### config.mk
export PLATFORM = sky130hd
export DESIGN_NAME = vga_pixel_counter
export DESIGN_NICKNAME = d
export VERILOG_FILES = /design/src/rtl/vga_pixel_counter.sv
export SDC_FILE = /design/constraint.sdc
export NUM_CORES = 1
export LEC_CHECK = 0
export CORE_MARGIN = 4
export CORE_UTILIZATION = 54
export DETAILED_ROUTE_END_ITERATION = 12
export PLACE_DENSITY = 0.93
export SYNTH_ARGS = -nofsm -noshare
export SYNTH_HDL_FRONTEND = slang
export SYNTH_SLANG_ARGS = --single-unit
### constraint.sdc
create_clock -name clk -period 6.1 [get_ports clk]
set_input_delay 1.83 -clock clk [delete_from_list [all_inputs] [get_ports clk]]
set_output_delay 1.83 -clock clk [all_outputs]
set_load 0.05 [all_outputs]
### src/rtl/vga_pixel_counter.sv
// ---------------------------------------------------------------------------
// vga_pixel_counter
//
// Timing-generation stage that feeds the VGA sync decoder. It divides the
// system clock down to the pixel rate. It also keeps the free-running
// horizontal and vertical scan counters, emits line, frame and vertical-blank
// strobes, and counts completed frames for animation timing.
//
// Parameters:
//   CLK_DIV  system clocks per pixel (1..16)
//   H_TOTAL  pixels per line, including blanking
//   V_TOTAL  lines per frame, including blanking
//   VD       visible lines; index of the first blank line
//   FRAME_W  width of frame_count
//
// Ports:
//   clk          system clock
//   reset        synchronous, active-high reset (wins over enable)
//   enable       count enable; low freezes all timing state
//   pixel_tick   one-clk strobe at the pixel rate
//   h_count      horizontal position, 0..H_TOTAL-1
//   v_count      vertical position, 0..V_TOTAL-1
//   line_end     strobe on the tick that wraps h_count
//   frame_end    strobe on the tick that wraps v_count
//   vblank_tick  strobe on the tick that moves v_count from VD-1 to VD
//   frame_count  completed-frame count, modulo 2^FRAME_W
// ---------------------------------------------------------------------------
module vga_pixel_counter #(
  parameter int CLK_DIV = 4,
  parameter int H_TOTAL = 800,
  parameter int V_TOTAL = 525,
  parameter int VD      = 480,
  parameter int FRAME_W = 16
) (
  input  logic               clk,
  input  logic               reset,
  input  logic               enable,
  output logic               pixel_tick,
  output logic [9:0]         h_count,
  output logic [9:0]         v_count,
  output logic               line_end,
  output logic               frame_end,
  output logic               vblank_tick,
  output logic [FRAME_W-1:0] frame_count
);

  // A divide-by-1 still needs a one-bit counter that stays at 0.
  localparam int DIV_W = (CLK_DIV > 1) ? $clog2(CLK_DIV) : 1;

  localparam logic [DIV_W-1:0] DIV_LAST = DIV_W'(CLK_DIV - 1);
  localparam logic [9:0]       H_LAST   = 10'(H_TOTAL - 1);
  localparam logic [9:0]       V_LAST   = 10'(V_TOTAL - 1);
  localparam logic [9:0]       VB_LINE  = 10'(VD - 1);

  logic [DIV_W-1:0]   div_cnt_q, div_cnt_d;
  logic [9:0]         h_count_q, h_count_d;
  logic [9:0]         v_count_q, v_count_d;
  logic [FRAME_W-1:0] frame_count_q, frame_count_d;

  // Strobes are decoded from the current state. They lead the counter
  // update by one edge. They are masked while reset is asserted, so a reset
  // cycle never shows a tick, even with CLK_DIV=1.
  always_comb begin
    pixel_tick  = enable && !reset && (div_cnt_q == DIV_LAST);
    line_end    = pixel_tick && (h_count_q == H_LAST);
    frame_end   = line_end && (v_count_q == V_LAST);
    vblank_tick = line_end && (v_count_q == VB_LINE);
  end

  // Next-state logic. Each counter advances only when the strobe of the
  // stage below it fires. As a result, the wrap at (H_LAST, V_LAST) clears
  // both counters and bumps frame_count on the same edge.
  always_comb begin
    // NOTE: every signal gets a hold default before any conditional update;
    // a path that leaves one unassigned would infer a latch.
    div_cnt_d     = div_cnt_q;
    h_count_d     = h_count_q;
    v_count_d     = v_count_q;
    frame_count_d = frame_count_q;

    if (enable) begin
      div_cnt_d = (div_cnt_q == DIV_LAST) ? '0 : div_cnt_q + 1'b1;
    end

    if (pixel_tick) begin
      h_count_d = (h_count_q == H_LAST) ? '0 : h_count_q + 10'd1;
    end

    if (line_end) begin
      v_count_d = (v_count_q == V_LAST) ? '0 : v_count_q + 10'd1;
    end

    // Free-running modulo count; the natural overflow is the wrap.
    if (frame_end) begin
      frame_count_d = frame_count_q + 1'b1;
    end
  end

  always_ff @(posedge clk) begin
    // NOTE: state registers use non-blocking assignments, so every flop
    // samples its pre-edge value regardless of statement order.
    if (reset) begin
      div_cnt_q     <= '0;
      h_count_q     <= '0;
      v_count_q     <= '0;
      frame_count_q <= '0;
    end else begin
      div_cnt_q     <= div_cnt_d;
      h_count_q     <= h_count_d;
      v_count_q     <= v_count_d;
      frame_count_q <= frame_count_d;
    end
  end

  assign h_count     = h_count_q;
  assign v_count     = v_count_q;
  assign frame_count = frame_count_q;

endmodule

=== Word-level counts from Yosys, hierarchy flattened ===
Index checks and enable logic that the tools add are counted.

* Equality and inequality tests: 4
* Multiplexer cells: 3
* Reductions and logical operators: 6
* Add/sub/neg operators: 4

{| class="wikitable"
|+ Operator list
! kind !! count
|-
| adder 10 x 1 -> 10 bit, second input constant || 2
|-
| equality test 10 bit, second input constant || 2
|-
| 2-to-1 mux 10 bit || 2
|-
| adder 16 x 1 -> 16 bit, second input constant || 1
|-
| equality test 10 x 9 -> 1 bit, second input constant || 1
|-
| logical AND 1 bit || 5
|-
| adder 2 x 1 -> 2 bit, second input constant || 1
|-
| equality test 2 bit, second input constant || 1
|-
| 2-to-1 mux 2 bit || 1
|-
| logical NOT 1 bit || 1
|}

* Output and inout port bits: 40
* Input port bits: 3
* Register bits: 38

=== Longest topological paths before layout ===
* Depth in word-level cells: 5
* Mapped depth: 7

=== Worst setup path after synthesis ===
No wires, ideal clock.

* Path type: in2out
* Start point: input port enable
* End point: output port vblank_tick
* Data required time: 4.270 ns
* Cell stages on the path: 6
* Data arrival time: 3.869 ns
* Path buffers: 3
* Slack: 0.401 ns
* Cell sequence: buf_2 and4b_1 nand4_1 clkbuf_1 clkbuf_1 nor3_1

* Word-level cells in the longest chain between the ends: 4

{| class="wikitable"
|+ Ends and longest elaborated chain
! what !! RTL line !! source
|-
| start, declared || 37 || <nowiki>input logic enable,</nowiki>
|-
| logical AND 1 bit (2 in series) || 64 || <nowiki>pixel_tick = enable && !reset && (div_cnt_q == DIV_LAST);</nowiki>
|-
| logical AND 1 bit || 65 || <nowiki>line_end = pixel_tick && (h_count_q == H_LAST);</nowiki>
|-
| logical AND 1 bit || 67 || <nowiki>vblank_tick = line_end && (v_count_q == VB_LINE);</nowiki>
|-
| end, declared || 43 || <nowiki>output logic vblank_tick,</nowiki>
|}

Every way passes these cells.

=== Worst setup path after layout ===
* Start point: input port enable
* End point: output port line_end

* Word-level cells in the longest chain between the ends: 3

{| class="wikitable"
|+ Ends and longest elaborated chain
! what !! RTL line !! source
|-
| logical AND 1 bit (2 in series) || 64 ||
|-
| logical AND 1 bit || 65 ||
|-
| end, declared || 41 || <nowiki>output logic line_end,</nowiki>
|}

Every way passes these cells.

==> metrics <==
core footprint=3390 sq um; Fin Clk Skew=0.00681 ns; row cnt=21; dominant synthesized flop cell=dfxtp_1; placed cells=308; vias in the first global route=1746; antenna violations before repair=0; total chip power=403 uW; Routed WL=4.61 mm; dpl hpwl=3.13 mm; RSZ-0062 raised after global routing=false; Post-synth EDFFs=0; Clock Tree Root=clkbuf_4; worst setup path class=primary input to output pin; CP max stage delay=0.60 ns; final setup fails=0; crit-path max FO=39; Die Height=67.9 microns; total die area=4610 sq um; final max-slew violation count=0; CTS Buf Count=5; fraction of layout cells with a size suffix above 1=8.89%; GRT Overall Usage=21.4%; DR WL/cell=14.6 microns; Crit. path cell count=6; Worst-path clk slew=0.11 ns; # IOs=43; fin nets=277; Ant. Diodes=0; largest net degree at the start of global routing=40; Clock Sinks=38; arrival time at the worst endpoint=3.75 ns; worst skew pair latency=0.35 ns; maximum VDD drop=0.000100 V; area leader, netlist=dfxtp_1; Least-Margin Pin Slew=1.09 ns; post-layout min period=5.58 ns; # resized after CTS=0; Distinct cells, synth=39; commonest non-fill, non-tap cells in the layout=38 x dfxtp_1, 38 x clkdlybuf4s50_1, 21 x nor2_1; worst flop-to-flop path startpoint=v_count[0]; Hold Crit Class=flop to flop; Slowest cell on crit path=clkdlybuf4s50_1; fill count=266; Final Instance Count excl. Fillers=316; RePlAce Congestion=0.876; Slew Limit Headroom=26.8%; Hold WS=0.485 ns; Yosys top cell area share=39.3%; status=finished clean; synthesis-to-layout area growth=27.2%; Static Leak=0.000809 uW; WHS Path Cells=1; syn avg cell area=8.42 sq um; synthesized flop and latch total=38; Initial Utilization=57.1%; Max H-tree Level=2; total gr overflow=0; routed vias/inst=6.02; vias after detailed routing=1902; Port-buffer cells=42; Power Density=164 nW/um^2; first-pass GRT wire length=7.63 mm; DRC viols=0; CP Cell Sequence=clkdlybuf4s50_1 > and4b_1 > nand4_1 > buf_4 > inv_1 > buf_12; top post-synthesis cells by area=dfxtp_1 39%, a21oi_1 5.2%, nand3_1 4.1%; post-synthesis sequential area ratio=39.3%; die width=67.9 microns; CTS Buffer Depth=2; initial DRC count=132; max cap viols=0; CP required=4.27 ns; antenna-violating nets left=0; CTS tree=built; delay-heaviest family, CP=buffers and inverters; FMAX=0.179 GHz; Synthesized Nets=238; DRT Pass-1 Iters=4; synth warn=0; Worst R2R Setup Slack=3.69 ns; Worst Path Buf+Inv=4; min-delay src=frame_count[15]; Post-Syn Instances=230; asr flop ratio synth=0%; setup_tns=0 ns; R2R depth=6; startpoint types=primary input; CP startpoint=enable; crit share post-route=91.5%; CP Capture Type=output pin; Post-Syn Area=1940 sq um; count of final hold-check violations=0; Setup Fix Bufs, Post-CTS=0; hold-fix buffers at CTS=0
## sequential cells by signal (all words and copies together), names as in the netlist
name	flops
div_cnt_q	2
h_count	10
frame_count	16
v_count	10
## cell usage after synthesis, types with 2 or more instances
master and n:
dfxtp_1 38, nand3_1 16, nand4b_1 2, inv_1 7
or3_1 6, nand4_1 12, or4_1 8, and3_1 4
nand2_1 13, and4_1 2, mux2i_1 3, nand2b_1 2
clkbuf_1 10, ha_1 5, o21ai_0 9, xor2_1 5
xnor2_1 4, a21oi_1 20, mux2_2 5, o31ai_1 7
nor2b_1 5, o41ai_1 2, nor2_1 21, nor3_1 6
nor4_1 4
## worst reg2reg max path, delay by kind of cell (launching register included)
family / cells / cell delay (ns)
flops: 1 / 0.39
simple gates: 3 / 1.34
fa+ha+maj: 1 / 0.14
mux: 1 / 0.33
buf+inv: 1 / 0.10
## cell families after synthesis
| logic type | after synthesis | synth area share, % |
|---|---|---|
| simple gates | 111 | 32.8 |
| fa+ha+maj | 5 | 3.23 |
| compound gates | 40 | 12.0 |
| flops | 38 | 39.3 |
| buf+inv | 19 | 4.14 |
| mux | 8 | 4.46 |
| xor+xnor | 9 | 4.07 |
## through the flow
step / utilization (%) / worst slack (ns) / instance area (sq um)
after floorplan: - / 0.401 / 1940
after global placement: 70.9 / 0.650 / 2400
after detailed placement: 70.9 / 0.603 / 2400
after CTS: 72.6 / 0.555 / 2460
after global routing: 72.6 / 0.398 / 2460
final: 72.6 / 0.521 / 2460
## worst paths after layout
path,end
worst max-delay path,line_end
worst min-delay path,frame_count[15]
worst max register to register,frame_count[8]
worst min register to register,frame_count[15]
## per-layer routing
metal / part of all wire (%) / vias up / routed length (microns) / track usage, %
met5: 0 / - / 0 / 0
met4: 1.4 / 0 / 63 / 8.93
met3: 4.9 / 8 / 227 / 6.57
met2: 50 / 66 / 2290 / 35.8
met1: 44 / 897 / 2020 / 25.4
li1: - / 931 / - / -
## area by class of cell
class / count / area, sq um / share of cell area (%)
Multi-Input combinational cell: 173 / 1090 / 44.5
Clock inverter: 1 / 5.00 / 0.203
Timing Repair Buffer: 44 / 463 / 18.8
Tap cell: 46 / 57.6 / 2.34
Sequential cell: 38 / 761 / 30.9
Clock buffer: 7 / 55.1 / 2.24
Inverter: 7 / 26.3 / 1.07
## report_power, final
part	total (uW)	switching, uW	internal, uW	leakage [uW]
registers	250	0.944	249	0.000306
clock network	139	83.3	55.9	0.0000353
logic	13.2	8.40	4.79	0.000467
total	403	92.6	310	0.000809
(Power assumes the default switching activity.)
